`src/rtl/bounce_gen.sv`:
```
// Mechanical switch emulator: each clean_in change is replayed on noisy_out as an
// LFSR-timed burst of bounce edges followed by a settle hold. Define
// BOUNCE_GEN_EDGE_COUNT_EN to add an 8-bit running count of noisy_out toggles.
module bounce_gen #(
  parameter int unsigned MAX_BOUNCES   = 7,
  parameter int unsigned DWELL_BITS    = 4,
  parameter int unsigned SETTLE_CYCLES = 64,
  parameter logic [15:0] SEED          = 16'hACE1,
  parameter logic        INIT_LEVEL    = 1'b0
) (
  input  logic       clk,
  input  logic       rst_n,
  input  logic       clean_in,
  output logic       noisy_out,
  output logic       busy,
  output logic       done
`ifdef BOUNCE_GEN_EDGE_COUNT_EN
  ,
  output logic [7:0] edge_count
`endif
);

  localparam logic [15:0] TAPS     = 16'hB400;
  localparam logic [15:0] SEED_EFF = (SEED == 16'h0000) ? 16'hACE1 : SEED;
  localparam int unsigned TOG_MAX  = 2 * MAX_BOUNCES + 1;
  localparam int unsigned TOG_W    = $clog2(TOG_MAX + 1);
  localparam int unsigned DW_W     = DWELL_BITS + 1;
  localparam int unsigned ST_W     = $clog2(SETTLE_CYCLES + 1);
  localparam logic [4:0]  PAIR_MOD = 5'(MAX_BOUNCES + 1);

  typedef enum logic [1:0] {
    IDLE,
    BOUNCE,
    SETTLE
  } state_t;

  state_t            state_q, state_d;
  logic [15:0]       lfsr_q, lfsr_d;
  logic              target_q, target_d;
  logic              noisy_q, noisy_d;
  logic              done_q, done_d;
  logic [TOG_W-1:0]  toggles_q, toggles_d;
  logic [DW_W-1:0]   dwell_q, dwell_d;
  logic [ST_W-1:0]   settle_q, settle_d;
  logic [4:0]        pairs;
  logic [DW_W-1:0]   dwell_reload;

  // Galois right-shift LFSR: every bit takes its upper neighbour, tapped bits also take the output bit.
  genvar gi;
  generate
    for (gi = 0; gi < 15; gi++) begin : g_lfsr
      assign lfsr_d[gi] = lfsr_q[gi+1] ^ (TAPS[gi] & lfsr_q[0]);
    end
  endgenerate
  assign lfsr_d[15] = TAPS[15] & lfsr_q[0];

  assign pairs        = {1'b0, lfsr_q[11:8]} % PAIR_MOD;
  assign dwell_reload = {1'b0, lfsr_q[DWELL_BITS-1:0]} + DW_W'(1);

  always_comb begin
    state_d   = state_q;
    target_d  = target_q;
    noisy_d   = noisy_q;
    toggles_d = toggles_q;
    dwell_d   = dwell_q;
    settle_d  = settle_q;
    done_d    = 1'b0;
    unique case (state_q)
      IDLE: begin
        if (clean_in != target_q) begin
          target_d  = clean_in;
          toggles_d = TOG_W'({pairs, 1'b1});
          dwell_d   = DW_W'(1);
          state_d   = BOUNCE;
        end
      end
      BOUNCE: begin
        // The odd toggle count guarantees noisy_q lands on target_q at the last toggle.
        if (dwell_q == DW_W'(1)) begin
          noisy_d   = ~noisy_q;
          toggles_d = toggles_q - TOG_W'(1);
          dwell_d   = dwell_reload;
          if (toggles_q == TOG_W'(1)) begin
            settle_d = ST_W'(SETTLE_CYCLES);
            state_d  = SETTLE;
          end
        end else begin
          dwell_d = dwell_q - DW_W'(1);
        end
      end
      SETTLE: begin
        if (settle_q == '0) begin
          state_d = IDLE;
          done_d  = 1'b1;
        end else begin
          settle_d = settle_q - ST_W'(1);
        end
      end
      default: state_d = IDLE;
    endcase
  end

  always_ff @(posedge clk or negedge rst_n) begin
    if (!rst_n) begin
      state_q   <= IDLE;
      lfsr_q    <= SEED_EFF;
      target_q  <= INIT_LEVEL;
      noisy_q   <= INIT_LEVEL;
      done_q    <= 1'b0;
      toggles_q <= '0;
      dwell_q   <= '0;
      settle_q  <= '0;
    end else begin
      state_q   <= state_d;
      lfsr_q    <= lfsr_d;
      target_q  <= target_d;
      noisy_q   <= noisy_d;
      done_q    <= done_d;
      toggles_q <= toggles_d;
      dwell_q   <= dwell_d;
      settle_q  <= settle_d;
    end
  end

  assign noisy_out = noisy_q;
  assign busy      = (state_q != IDLE);
  assign done      = done_q;

`ifdef BOUNCE_GEN_EDGE_COUNT_EN
  logic [7:0] edge_count_q, edge_count_d;

  always_comb begin
    edge_count_d = edge_count_q + 8'(noisy_d != noisy_q);
  end

  always_ff @(posedge clk or negedge rst_n) begin
    if (!rst_n) begin
      edge_count_q <= '0;
    end else begin
      edge_count_q <= edge_count_d;
    end
  end

  assign edge_count = edge_count_q;
`endif

endmodule

```
`config.mk`:
```
export PLATFORM = sky130hd
export DESIGN_NAME = bounce_gen
export DESIGN_NICKNAME = d
export VERILOG_FILES = /design/src/rtl/bounce_gen.sv
export SDC_FILE = /design/constraint.sdc
export NUM_CORES = 1
export LEC_CHECK = 0
export CAP_MARGIN = 15
export CORE_UTILIZATION = 55
export CTS_CLUSTER_SIZE = 24
export DETAILED_ROUTE_END_ITERATION = 12
export MAX_ROUTING_LAYER = met4
export PLACE_DENSITY = 0.71
export SYNTH_ARGS = -nofsm -noshare
export SYNTH_HDL_FRONTEND = slang
export SYNTH_SLANG_ARGS = --single-unit
```
`constraint.sdc`:
```
create_clock -name clk -period 2 [get_ports clk]
set_clock_uncertainty 0.15 [all_clocks]
set_input_delay 0.4 -clock clk [delete_from_list [all_inputs] [get_ports clk]]
set_output_delay 0.4 -clock clk [all_outputs]
set_load 0.05 [all_outputs]
```
==> metrics.md, run 1 <==
| Metric | Value |
|---|---|
| Required time of the critical path | `2070 ps` |
| Syn avg cell area | `approximately 11 um2` |
| Class of the worst hold path | `flip-flop to flip-flop` |
| Count of unique library cells instantiated by Yosys | `40` |
| Buffer levels on the longest clock path | `2` |
| Wire length after detailed routing | `about 2900 um` |
| Post-synthesis to final-layout area growth | `10.9%` |
| Cells traversed along the worst timing path | `inv_1 > ha_2 > or4b_1 > o211a_1 > o21ai_1 > o21ai_1` |
| Leading cell type by number of instances after synthesis | `dfrtp_1` |
| Area of the multi-input gates | `about 680 um2` |
| GR Util All Layers | `20.9%` |
| Number of H-tree levels | `2` |
| TritonCTS clock tree | `done` |
| Worst r2r src | `dwell_q[1]$_DFFE_PN0P_` |
| Critical path launch point type | `flip-flop` |
| Post-route setup TNS | `0 ps` |
| Worst path max stage delay | `between 500 and 600 ps` |
| Switching portion of total power | `approximately two fifths` |
| Maximum vdd ir drop | `0.886 mV` |
| Slowest stage cell, crit path | `or4b_1` |
| Post-synth top area share | `43.4%` |
| Worst EP arrival | `~1900 ps` |
| Part of the cycle the worst path needs | `between 90% and 100%` |
| Hold Path Origin | `lfsr_q[7]$_DFF_PN1_` |
| Cell repeated most along the worst path | `o21ai_1` |
| Cts bufs inserted | `5` |
| Final-report setup violation count | `0` |
| EDFF count, synth | `0` |
| Average via count per standard cell | `between 5 and 6` |
| Net count of the finished layout | `about 170` |
| Most frequent cells after synthesis | `29 x dfrtp_1, 15 x nor2_1, 10 x inv_1, 10 x o21ai_1` |
| Post-synthesis instance area | `approximately 1700 um2` |
| Count of state elements after synthesis | `37` |
| Leakage power total | `between 0.0008 and 0.0009 uW` |
| Number of non-filler instances in the completed layout | `192` |
| Initial core utilization | `around 59%` |
| First DRT Iteration DRCs | `43` |
| Most used flip-flop cell after synthesis | `dfrtp_1` |
| Final critical-path required period | `1860 ps` |
| CTS root buffer | `clkbuf_4` |
| Weighted congestion at the end of routability-driven global placement | `between 0.7 and 0.8` |
| Final Max Slew Viols | `0` |
| Standard cell core area | `2830 um2` |
| Cell taking the most area after synthesis | `dfrtp_1` |
| Reg power frac | `44.0%` |
| Result of the run | `finished, final reports clean` |
| Fillers | `~230` |
| Most area-consuming cells after synthesis | `dfrtp_1 43%, dfstp_2 13%, ha_1 4.5%, nor2_1 3.4%, xor2_1 3.1%` |
| Y dimension of the die | `about 57 um` |
| Combinational share of power | `38.4%` |
| Die Area | `3270 um2` |
| DR WL/cell | `roughly 15 um` |
| Warnings from Yosys | `0` |
| Antenna violations before repair | `0` |
| Largest delay contributor family on the critical path | `simple AND/OR/NAND/NOR gates` |
| Post-placement cell count | `~180` |
| DRC errors left | `0` |
| Number of placed I/O pins | `6` |
| Final Hold Viols | `0` |
| Vias after detailed routing | `~1100` |
| Residual antenna-violating net count after detailed routing | `0` |
| Sequential-to-total area share from yosys stat | `a little under three fifths` |
| Maximum number of pins on one net before global-route repair | `38` |
| Achievable clock frequency | `~0.54 GHz` |
| Clock latency on the worst-skew pair | `between 300 and 400 ps` |
| Global route total overflow | `0` |
| Top fanout value on the critical path | `3` |
| Number of inserted diodes | `0` |
| Proportion of register bits with asynchronous set or reset after synthesis | `100%` |
| Setup repair after global routing missed its margin | `no` |
| Wire length of the first global-routing pass | `roughly 5000 um` |
| Critical path endpoint category | `flip-flop` |
| # Max-Cap Violations | `0` |
| Instance count of the mapped netlist | `149` |
| Measured slew at the worst slew-check pin | `approximately 380 ps` |
| Net count after synthesis | `158` |
| Count of standard-cell rows | `19` |
| Final design utilization | `between 60% and 70%` |
| Share of final-layout standard cells stronger than drive strength 1 | `17.4%` |
| Die X | `~57 um` |
| Internal power of the cells | `about 1400 uW` |
| Switching Power | `slightly above 900 uW` |
| Power share of the clock group | `17.6%` |
| Via count of the first global-routing pass | `about 1100` |
| Clock transition at path regs | `between 100 and 150 ps` |
| Clock net sink count | `37` |
| Estimated wirelength of the detail-placed design | `approximately 2000 um` |
| CP Launch Point | `dwell_q[1]$_DFFE_PN0P_` |
| Area of all sequential standard cells | `a little over 900 um2` |
| DR pass1 iterations | `4` |
| Post-CTS setup buffer count | `0` |
| Port Buffers | `5` |
| Headroom to the max-slew limit | `between 70% and 80%` |
| Sum of buffers and inverters on the critical path | `1` |
| Areal power density over the cells | `between 1000 and 1500 nW/um2` |
| Kind of critical path | `flip-flop to flip-flop` |
==> stage by stage <==
| stage | total power, uW | worst slack (ps) | hold slack, ps | instance area (um2) |
|---|---|---|---|---|
| after floorplan | 1690 | 296 | -45.6 | 1670 |
| after global placement | 1890 | 86.9 | 184 | 1790 |
| after detailed placement | 1930 | 41.8 | 195 | 1790 |
| after CTS | 2340 | 124 | 207 | 1850 |
| after global routing | 2490 | 16.4 | 203 | 1860 |
| final | 2330 | 137 | 205 | 1860 |
==> power groups by stage <==
stage               Clock, uW  Sequential (uW)  Combinational, uW
floorplan                   0             1040                643
global placement            0             1030                860
detailed placement          0             1040                892
CTS                       424             1030                895
global route              445             1050                995
finish                    410             1030                897
==> cell usage in the layout (no fill, tap or decap), drive strengths merged, types with 2 or more instances in the layout <==
master / count
nand2b: 3
dfrtp: 29
o21ai: 15
a31oi: 2
nand3: 2
nor4b: 2
dfstp: 8
inv: 10
nor2: 15
clkdlybuf4s50: 2
nor4: 2
nor3: 2
nand2: 9
a21oi: 6
xor2: 6
ha: 6
nand4: 3
a41oi: 3
o2111ai: 2
o211a: 2
clkbuf: 8
xnor2: 3
buf: 6
o22ai: 2
==> kinds of logic (layout without fill, tap and decap cells) <==
group	after synthesis	after routing	synth area share [%]
xor gates and xnor gates	9	9	4.71
AOI/OAI and AO/OA	38	38	15.9
adders and majority gates	6	6	4.49
DFF	37	37	55.9
and+or+nand+nor	44	44	14.7
muxes	1	1	0.673
buffers and inverters	14	26	3.59
==> flip-flops by register name (all words and copies together), names as in the netlist <==
signal,count
lfsr_q,16
settle_q,7
dwell_q,5
toggles_q,4
state_q,2
done,1
noisy_out,1
target_q,1
==> cell type report <==
class,count,share of cell area [%]
Inverter,10,2.02
Multi-Input combinational cell,98,36.7
Tap cell,31,2.09
Timing Repair Buffer,8,5.53
Sequential cell,37,50.4
Clock buffer,8,3.17
==> path summary, 6_finish.rpt <==
kind / endpoint / slack (ps) / cells after the start
hold / removal: lfsr_q[6]$_DFF_PN1_ / 210 / 0
max in group asynchronous: lfsr_q[11]$_DFF_PN1_ / 1180 / 2
setup reg to reg: dwell_q[4]$_DFFE_PN0P_ / 140 / 6
setup / recovery: dwell_q[4]$_DFFE_PN0P_ / 140 / 6
hold reg to reg: lfsr_q[6]$_DFF_PN1_ / 210 / 0
min in group asynchronous: noisy_out$_DFFE_PN0P_ / 270 / 2
==> per-layer routing <==
metal  up-vias  share of wire, %  track usage (%)
li1        554                 -                -
met1       553                49             27.2
met2        27                46             30.8
met3         2               4.9             4.99
met4         0              0.55             10.1
met5         -                 0                -
==> what timing repair did <==
| action | 4_1_cts | 5_1_grt |
|---|---|---|
| hold buffers | 0 | 0 |
| resized for setup | 0 | 2 |
| endpoints found under the setup margin | 0 | 3 |
No activity file was read; power rests on OpenSTA's default activity.
==> inputs of run 2 (changes only) <==
- PLACE_DENSITY: 0.71 -> 0.75
==> run 2 against run 1 <==
  * The flow now finishes with violations (design-rule violations)
  * Worst hold slack worse by 13 ps
  * Worst setup slack worse by 9.9 ps
  * Non-clock buffer count is 3 higher
  * Total power hardly changed
  * Routed wire length is 3.5% higher
  * Cell count is 1.6% higher
  * Critical endpoint unchanged
==> metrics.md, run 2 (synthesis results as in run 1) <==
| Metric | Value |
|---|---|
| Result of the run | `finished with violations` |
| Failing checks | `design-rule violations` |
| Antenna violations before repair | `0 (unchanged)` |
| Setup repair after global routing missed its margin | `no` |
| Post-route setup TNS | `0 ps (unchanged)` |
| Clock net sink count | `37 (unchanged)` |
| Share of final-layout standard cells stronger than drive strength 1 | `18.3% (+0.90 points)` |
| Buffer levels on the longest clock path | `2 (unchanged)` |
| Final-report setup violation count | `0 (unchanged)` |
| Top fanout value on the critical path | `3 (unchanged)` |
| CP Launch Point | `dwell_q[1]$_DFFE_PN0P_` |
| Final design utilization | `65.9% (+0.27 points)` |
| Global route total overflow | `0 (unchanged)` |
| Registers with the most flip-flops | `lfsr_q x16, settle_q x7, dwell_q x5` |
| Wire length of the first global-routing pass | `5220 um (+4.3%)` |
| Die Area | `3270 um2 (unchanged)` |
| Final critical-path required period | `1870 ps (+9.88 ps)` |
| Leakage power total | `0.000880 uW (+0.71%)` |
| Kind of critical path | `flip-flop to flip-flop` |
| Critical path launch point type | `flip-flop` |
| Finished Cell Area | `1860 um2 (+0.40%)` |
| Number of non-filler instances in the completed layout | `195 (+1.6%)` |
| Commonest cells after routing, fill and taps aside | `29 x dfrtp_1, 14 x nor2_1, 10 x inv_1, 10 x o21ai_1` |
| Residual antenna-violating net count after detailed routing | `0 (unchanged)` |
| DR WL/cell | `15.3 um (+1.9%)` |
| Switching Power | `925 uW (+1.7%)` |
| Class of the worst hold path | `flip-flop to flip-flop` |
| Fillers | `212 (-9.4%)` |
| Net count of the finished layout | `172 (+1.8%)` |
| Critical path destination | `dwell_q[4]$_DFFE_PN0P_` |
| Worst r2r src | `dwell_q[1]$_DFFE_PN0P_` |
| Reg2Reg Capture Point | `dwell_q[4]$_DFFE_PN0P_` |
| Y dimension of the die | `57.2 um (unchanged)` |
| Critical path endpoint category | `flip-flop` |
| GR Util All Layers | `21.9% (+1.0 points)` |
| Estimated wirelength of the detail-placed design | `1990 um (-0.24%)` |
| Headroom to the max-slew limit | `71.0% (-3.5 points)` |
| Clock latency on the worst-skew pair | `330 ps (about the same)` |
| Combinational share of power | `38.7% (+0.3 points)` |
| Count of standard-cell rows | `19 (unchanged)` |
| Via count of the first global-routing pass | `1133 (+2.2%)` |
| Cts bufs inserted | `5 (unchanged)` |
| Worst EP arrival | `1940 ps (about the same)` |
| # Max-Cap Violations | `0 (unchanged)` |
| DRC errors left | `2 (+2)` |
| # hold bufs at CTS | `0 (unchanged)` |
| Initial core utilization | `59.1% (unchanged)` |
| DR pass1 iterations | `8 (+4)` |
| Power share of the clock group | `17.2% (-0.4 points)` |
| Areal power density over the cells | `1250 nW/um2 (-0.31%)` |
| Maximum vdd ir drop | `0.807 mV (-8.9%)` |
| Switching portion of total power | `39.6% (+0.61 points)` |
| Weighted congestion at the end of routability-driven global placement | `0.843 (+12%)` |
| Number of flip-flops under the largest register name | `16 (unchanged)` |
| Internal power of the cells | `1410 uW (-0.91%)` |
| Measured slew at the worst slew-check pin | `431 ps (+48.8 ps)` |
| Number of placed I/O pins | `6 (unchanged)` |
| Required time of the critical path | `2070 ps (about the same)` |
| Total design power | `2340 uW (about the same)` |
| Reg power frac | `44.1% (about the same)` |
| Number of H-tree levels | `2 (unchanged)` |
| TritonCTS clock tree | `done` |
| CTS root buffer | `clkbuf_4` |
| Most common cell after layout, fill and taps aside | `dfrtp_1` |
| Achievable clock frequency | `0.534 GHz (-0.53%)` |
| Clock transition at path regs | `110 ps (about the same)` |
| Number of inserted diodes | `0 (unchanged)` |
| Average via count per standard cell | `6.09 (+2.9%)` |
| Post-synthesis to final-layout area growth | `11.4%` |
| Final Hold Viols | `0 (unchanged)` |
| Maximum number of pins on one net before global-route repair | `38 (unchanged)` |
| First DRT Iteration DRCs | `55 (+28%)` |
| Number of cells on the worst reg-to-reg path | `6 (unchanged)` |
| Wire length after detailed routing | `2990 um (+3.5%)` |
| Final Max Slew Viols | `0 (unchanged)` |
| Register-to-Register Setup Slack | `130 ps (about the same)` |
| Standard cell core area | `2830 um2 (unchanged)` |
| Most flops, register | `lfsr_q` |
| Vias after detailed routing | `1187 (+4.5%)` |
| Cell area reported after detailed placement | `1780 um2 (-0.70%)` |
| Port Buffers | `5 (unchanged)` |
| Post-placement cell count | `184 (unchanged)` |
| Part of the cycle the worst path needs | `93.7% (+0.49 points)` |
| Die X | `57.2 um (unchanged)` |
[run 2: critical path, stage by stage, from the launching register on]
cell and delay [ps]:
dfrtp_1 410, inv_1 100, ha_1 200, or4b_1 530, o211a_1 170, o21ai_1 120, o21ai_1 70
[run 2: power by group through the flow]
stage	sequential, uW	clock (uW)	combinational [uW]
6_report	1030	403	903
4_1_cts	1030	418	890
2_1_floorplan	1040	0	643
3_5_place_dp	1040	0	875
3_3_place_gp	1030	0	846
5_1_grt	1050	453	1000
[run 2: how the worst min path moves through the flow]
stage	startpoint	end	slack, ps	cells past startpoint
3_5_place_dp	lfsr_q[4]$_DFF_PN0_	lfsr_q[3]$_DFF_PN0_	190	0
4_1_cts	lfsr_q[4]$_DFF_PN0_	lfsr_q[3]$_DFF_PN0_	200	0
5_1_grt	lfsr_q[6]$_DFF_PN1_	lfsr_q[5]$_DFF_PN1_	200	0
6_report	lfsr_q[4]$_DFF_PN0_	lfsr_q[3]$_DFF_PN0_	190	0
2_1_floorplan	rst_n	done$_DFF_PN0_	-50	0
3_3_place_gp	lfsr_q[4]$_DFF_PN0_	lfsr_q[3]$_DFF_PN0_	180	0
[run 2: metal layers]
layer,routed length [um],up-vias,track usage [%],part of all wire [%]
met5,0,-,-,0
met2,1340,35,31.9,45
li1,-,555,-,-
met1,1460,590,29.7,49
met4,57,0,9.06,1.9
met3,130,7,4.99,4.3
[run 2: timing repair]
| item | CTS | global route |
|---|---|---|
| setup endpoints to repair | 2 | 4 |
| buffers inserted | 3 | 0 |
| gates resized for setup | 0 | 1 |
| pin swaps | 0 | 1 |
[run 2: per-stage QoR]
stage | hold slack, ps | setup slack (ps)
floorplan | -45.6 | 296
global placement | 184 | 89.3
detailed placement | 192 | 31.4
CTS | 198 | 159
global route | 196 | 5.68
finish | 192 | 127
[run 2: final cells by class]
class / count / area, um2 / area share, %
inverters: 10 / 37.5 / 2.01
flip-flops and latches: 37 / 936 / 50.2
multi-input cells: 98 / 679 / 36.5
clock buffers: 8 / 58.8 / 3.16
well taps: 31 / 38.8 / 2.08
repair buffers: 11 / 113 / 6.04
==> inputs of run 3 (changes only) <==
- CORE_UTILIZATION: 55 -> 53
- clock period: 2 -> 1.62 ns (I/O delays scaled with it)
==> run 3 against run 2 <==
  * The run ends with negative setup slack left
  * Non-clock buffer count increased by 18
  * Die area up 3.6%
  * Critical path depth unchanged
  * Critical path type unchanged
  * Largest power group is now combinational logic
==> metrics.md, run 3 (synthesis results as in run 1) <==
| Metric | Value |
|---|---|
| First DRT Iteration DRCs | `60 (+9.1%)` |
| Number of H-tree levels | `2 (unchanged)` |
| Number of placed I/O pins | `6 (unchanged)` |
| Number of cells on the worst reg-to-reg path | `6 (unchanged)` |
| Clock net sink count | `37 (unchanged)` |
| Worst EP arrival | `1790 ps (-150 ps)` |
| Maximum number of pins on one net before global-route repair | `38 (unchanged)` |
| Final critical-path required period | `1700 ps (-172 ps)` |
| Standard cell core area | `3030 um2 (+7.0%)` |
| Clock latency on the worst-skew pair | `360 ps (+30 ps)` |
| Setup repair after global routing missed its margin | `yes` |
| Initial core utilization | `55.2% (-3.9 points)` |
| Required time of the critical path | `1700 ps (-370 ps)` |
| Top fanout value on the critical path | `3 (unchanged)` |
| Commonest cells after routing, fill and taps aside | `28 x dfrtp_1, 19 x buf_4, 13 x o21ai_1` |
| Global route total overflow | `0 (unchanged)` |
| Slowest stage cell, crit path | `or4b_4` |
| Y dimension of the die | `58.2 um (+1.8%)` |
| Number of flip-flops under the largest register name | `16 (unchanged)` |
| Vias after detailed routing | `1228 (+3.5%)` |
| Die Area | `3380 um2 (+3.6%)` |
| Number of inserted diodes | `0 (unchanged)` |
| Result of the run | `finished with violations` |
| Port Buffers | `5 (unchanged)` |
| Setup WS post-layout | `-81.5 ps (-208 ps)` |
| DR WL/cell | `14.4 um (-6.0%)` |
| Headroom to the max-slew limit | `65.1% (-5.9 points)` |
| Cell repeated most along the worst path | `o21ai_1` |
| Register-to-Register Setup Slack | `-80 ps (-210 ps)` |
| # hold bufs at CTS | `0 (unchanged)` |
| Via count of the first global-routing pass | `1196 (+5.6%)` |
| Final-report setup violation count | `10 (+10)` |
| Residual antenna-violating net count after detailed routing | `0 (unchanged)` |
| Worst path max stage delay | `500 ps (-30 ps)` |
| # Max-Cap Violations | `0 (unchanged)` |
| Antenna violations before repair | `0 (unchanged)` |
| Estimated wirelength of the detail-placed design | `2150 um (+8.3%)` |
| Worst slack at placement | `-163 ps (-194 ps)` |
| TritonCTS clock tree | `done` |
| Areal power density over the cells | `1540 nW/um2 (+23%)` |
| GR Util All Layers | `23.5% (+1.6 points)` |
| Most flops, register | `lfsr_q` |
| Net count of the finished layout | `190 (+10%)` |
| Hold Worst Slack | `170 ps (-21.6 ps)` |
| Final Hold Viols | `0 (unchanged)` |
| Kind of critical path | `flip-flop to flip-flop` |
| Count of standard-cell rows | `20 (+1)` |
| Critical path launch point type | `flip-flop` |
| Weighted congestion at the end of routability-driven global placement | `0.863 (+2.4%)` |
| Wire length after detailed routing | `3260 um (+8.9%)` |
| Class of the worst hold path | `input pin to async pin` |
| Maximum vdd ir drop | `1.30 mV (+61%)` |
| Most common cell after layout, fill and taps aside | `dfrtp_1` |
| Registers with the most flip-flops | `lfsr_q x16, settle_q x7, dwell_q x5` |
| DR pass1 iterations | `4 (-4)` |
| DRC errors left | `0 (-2)` |
| Area of all sequential standard cells | `937 um2 (+0.13%)` |
| Fillers | `209 (-1.4%)` |
| Part of the cycle the worst path needs | `105% (+11 points)` |
| Clock transition at path regs | `120 ps (about the same)` |
| Area of the multi-input gates | `754 um2 (+11%)` |
| Largest delay contributor family on the critical path | `simple AND/OR/NAND/NOR gates` |
| Critical path endpoint category | `flip-flop` |
| Leakage power total | `0.000997 uW (+13%)` |
| Cts bufs inserted | `5 (unchanged)` |
| Average via count per standard cell | `5.43 (-11%)` |
| Worst r2r src | `dwell_q[1]$_DFFE_PN0P_` |
| Post-synthesis to final-layout area growth | `28.6%` |
| Measured slew at the worst slew-check pin | `524 ps (+92.2 ps)` |
| Achievable clock frequency | `0.588 GHz (+10%)` |
| Final Max Slew Viols | `0 (unchanged)` |
| Sum of buffers and inverters on the critical path | `1 (unchanged)` |
| CTS root buffer | `clkbuf_4` |
| Wire length of the first global-routing pass | `5500 um (+5.4%)` |
| Failing checks | `negative setup slack` |
| Die X | `58.2 um (+1.8%)` |
| Buffer levels on the longest clock path | `2 (unchanged)` |
| Cells traversed along the worst timing path | `inv_2 > ha_4 > or4b_4 > o211a_1 > o21ai_1 > o21ai_1` |
| Reg2Reg Capture Point | `dwell_q[4]$_DFFE_PN0P_` |
| Share of final-layout standard cells stronger than drive strength 1 | `35.7% (+17 points)` |
-- run 3: worst max path at each step --
stage	start	end	slack [ps]	cells after the start
2_1_floorplan	settle_q[5]$_DFFE_PN0P_	settle_q[3]$_DFFE_PN0P_	-10	4
3_3_place_gp	clean_in	dwell_q[4]$_DFFE_PN0P_	-120	6
3_5_place_dp	clean_in	toggles_q[3]$_DFFE_PN0P_	-160	6
4_1_cts	settle_q[4]$_DFFE_PN0P_	settle_q[3]$_DFFE_PN0P_	-70	4
5_1_grt	state_q[0]$_DFFE_PN0P_	toggles_q[3]$_DFFE_PN0P_	-130	5
6_report	dwell_q[1]$_DFFE_PN0P_	dwell_q[4]$_DFFE_PN0P_	-80	6
-- run 3: stage by stage --
| stage | power, uW | util, % | TNS [ps] | std cells | cell area (um2) |
|---|---|---|---|---|---|
| floorplan | 2080 | - | -23.3 | 149 | 1690 |
| global placement | 2510 | 64.4 | -893 | 212 | 1950 |
| detailed placement | 2560 | 64.4 | -1050 | 212 | 1950 |
| CTS | 3290 | 68.9 | -322 | 224 | 2090 |
| global route | 3550 | 71.1 | -1280 | 226 | 2150 |
| finish | 3320 | 71.1 | -444 | 226 | 2150 |
-- run 3: area by class of cell --
cell class | count | share of cell area, %
flip-flops and latches | 37 | 43.5
multi-input cells | 98 | 35.1
repair buffers | 29 | 13.5
well taps | 44 | 2.56
clock buffers | 6 | 1.92
inverters | 10 | 1.74
clock inverters | 2 | 1.63
-- run 3: timing repair --
item | in CTS | in global routing
pin swaps | 7 | 13
endpoints found under the setup margin | 14 | 18
gates resized for setup | 11 | 13
gates cloned | 0 | 0
setup buffers | 4 | 2
-- run 3: routing by layer --
metal,part of all wire (%),track usage [%],routed length [um]
met2,45,31.5,1480
met5,0,-,0
met1,49,32.1,1580
met4,2.8,15.6,90
met3,3.3,4.91,107
-- run 3: report_power, final --
part           switching (uW)  internal, uW  leakage (uW)
sequential                139          1090      0.000460
clock                     304           324     0.0000422
combinational             787           673      0.000495
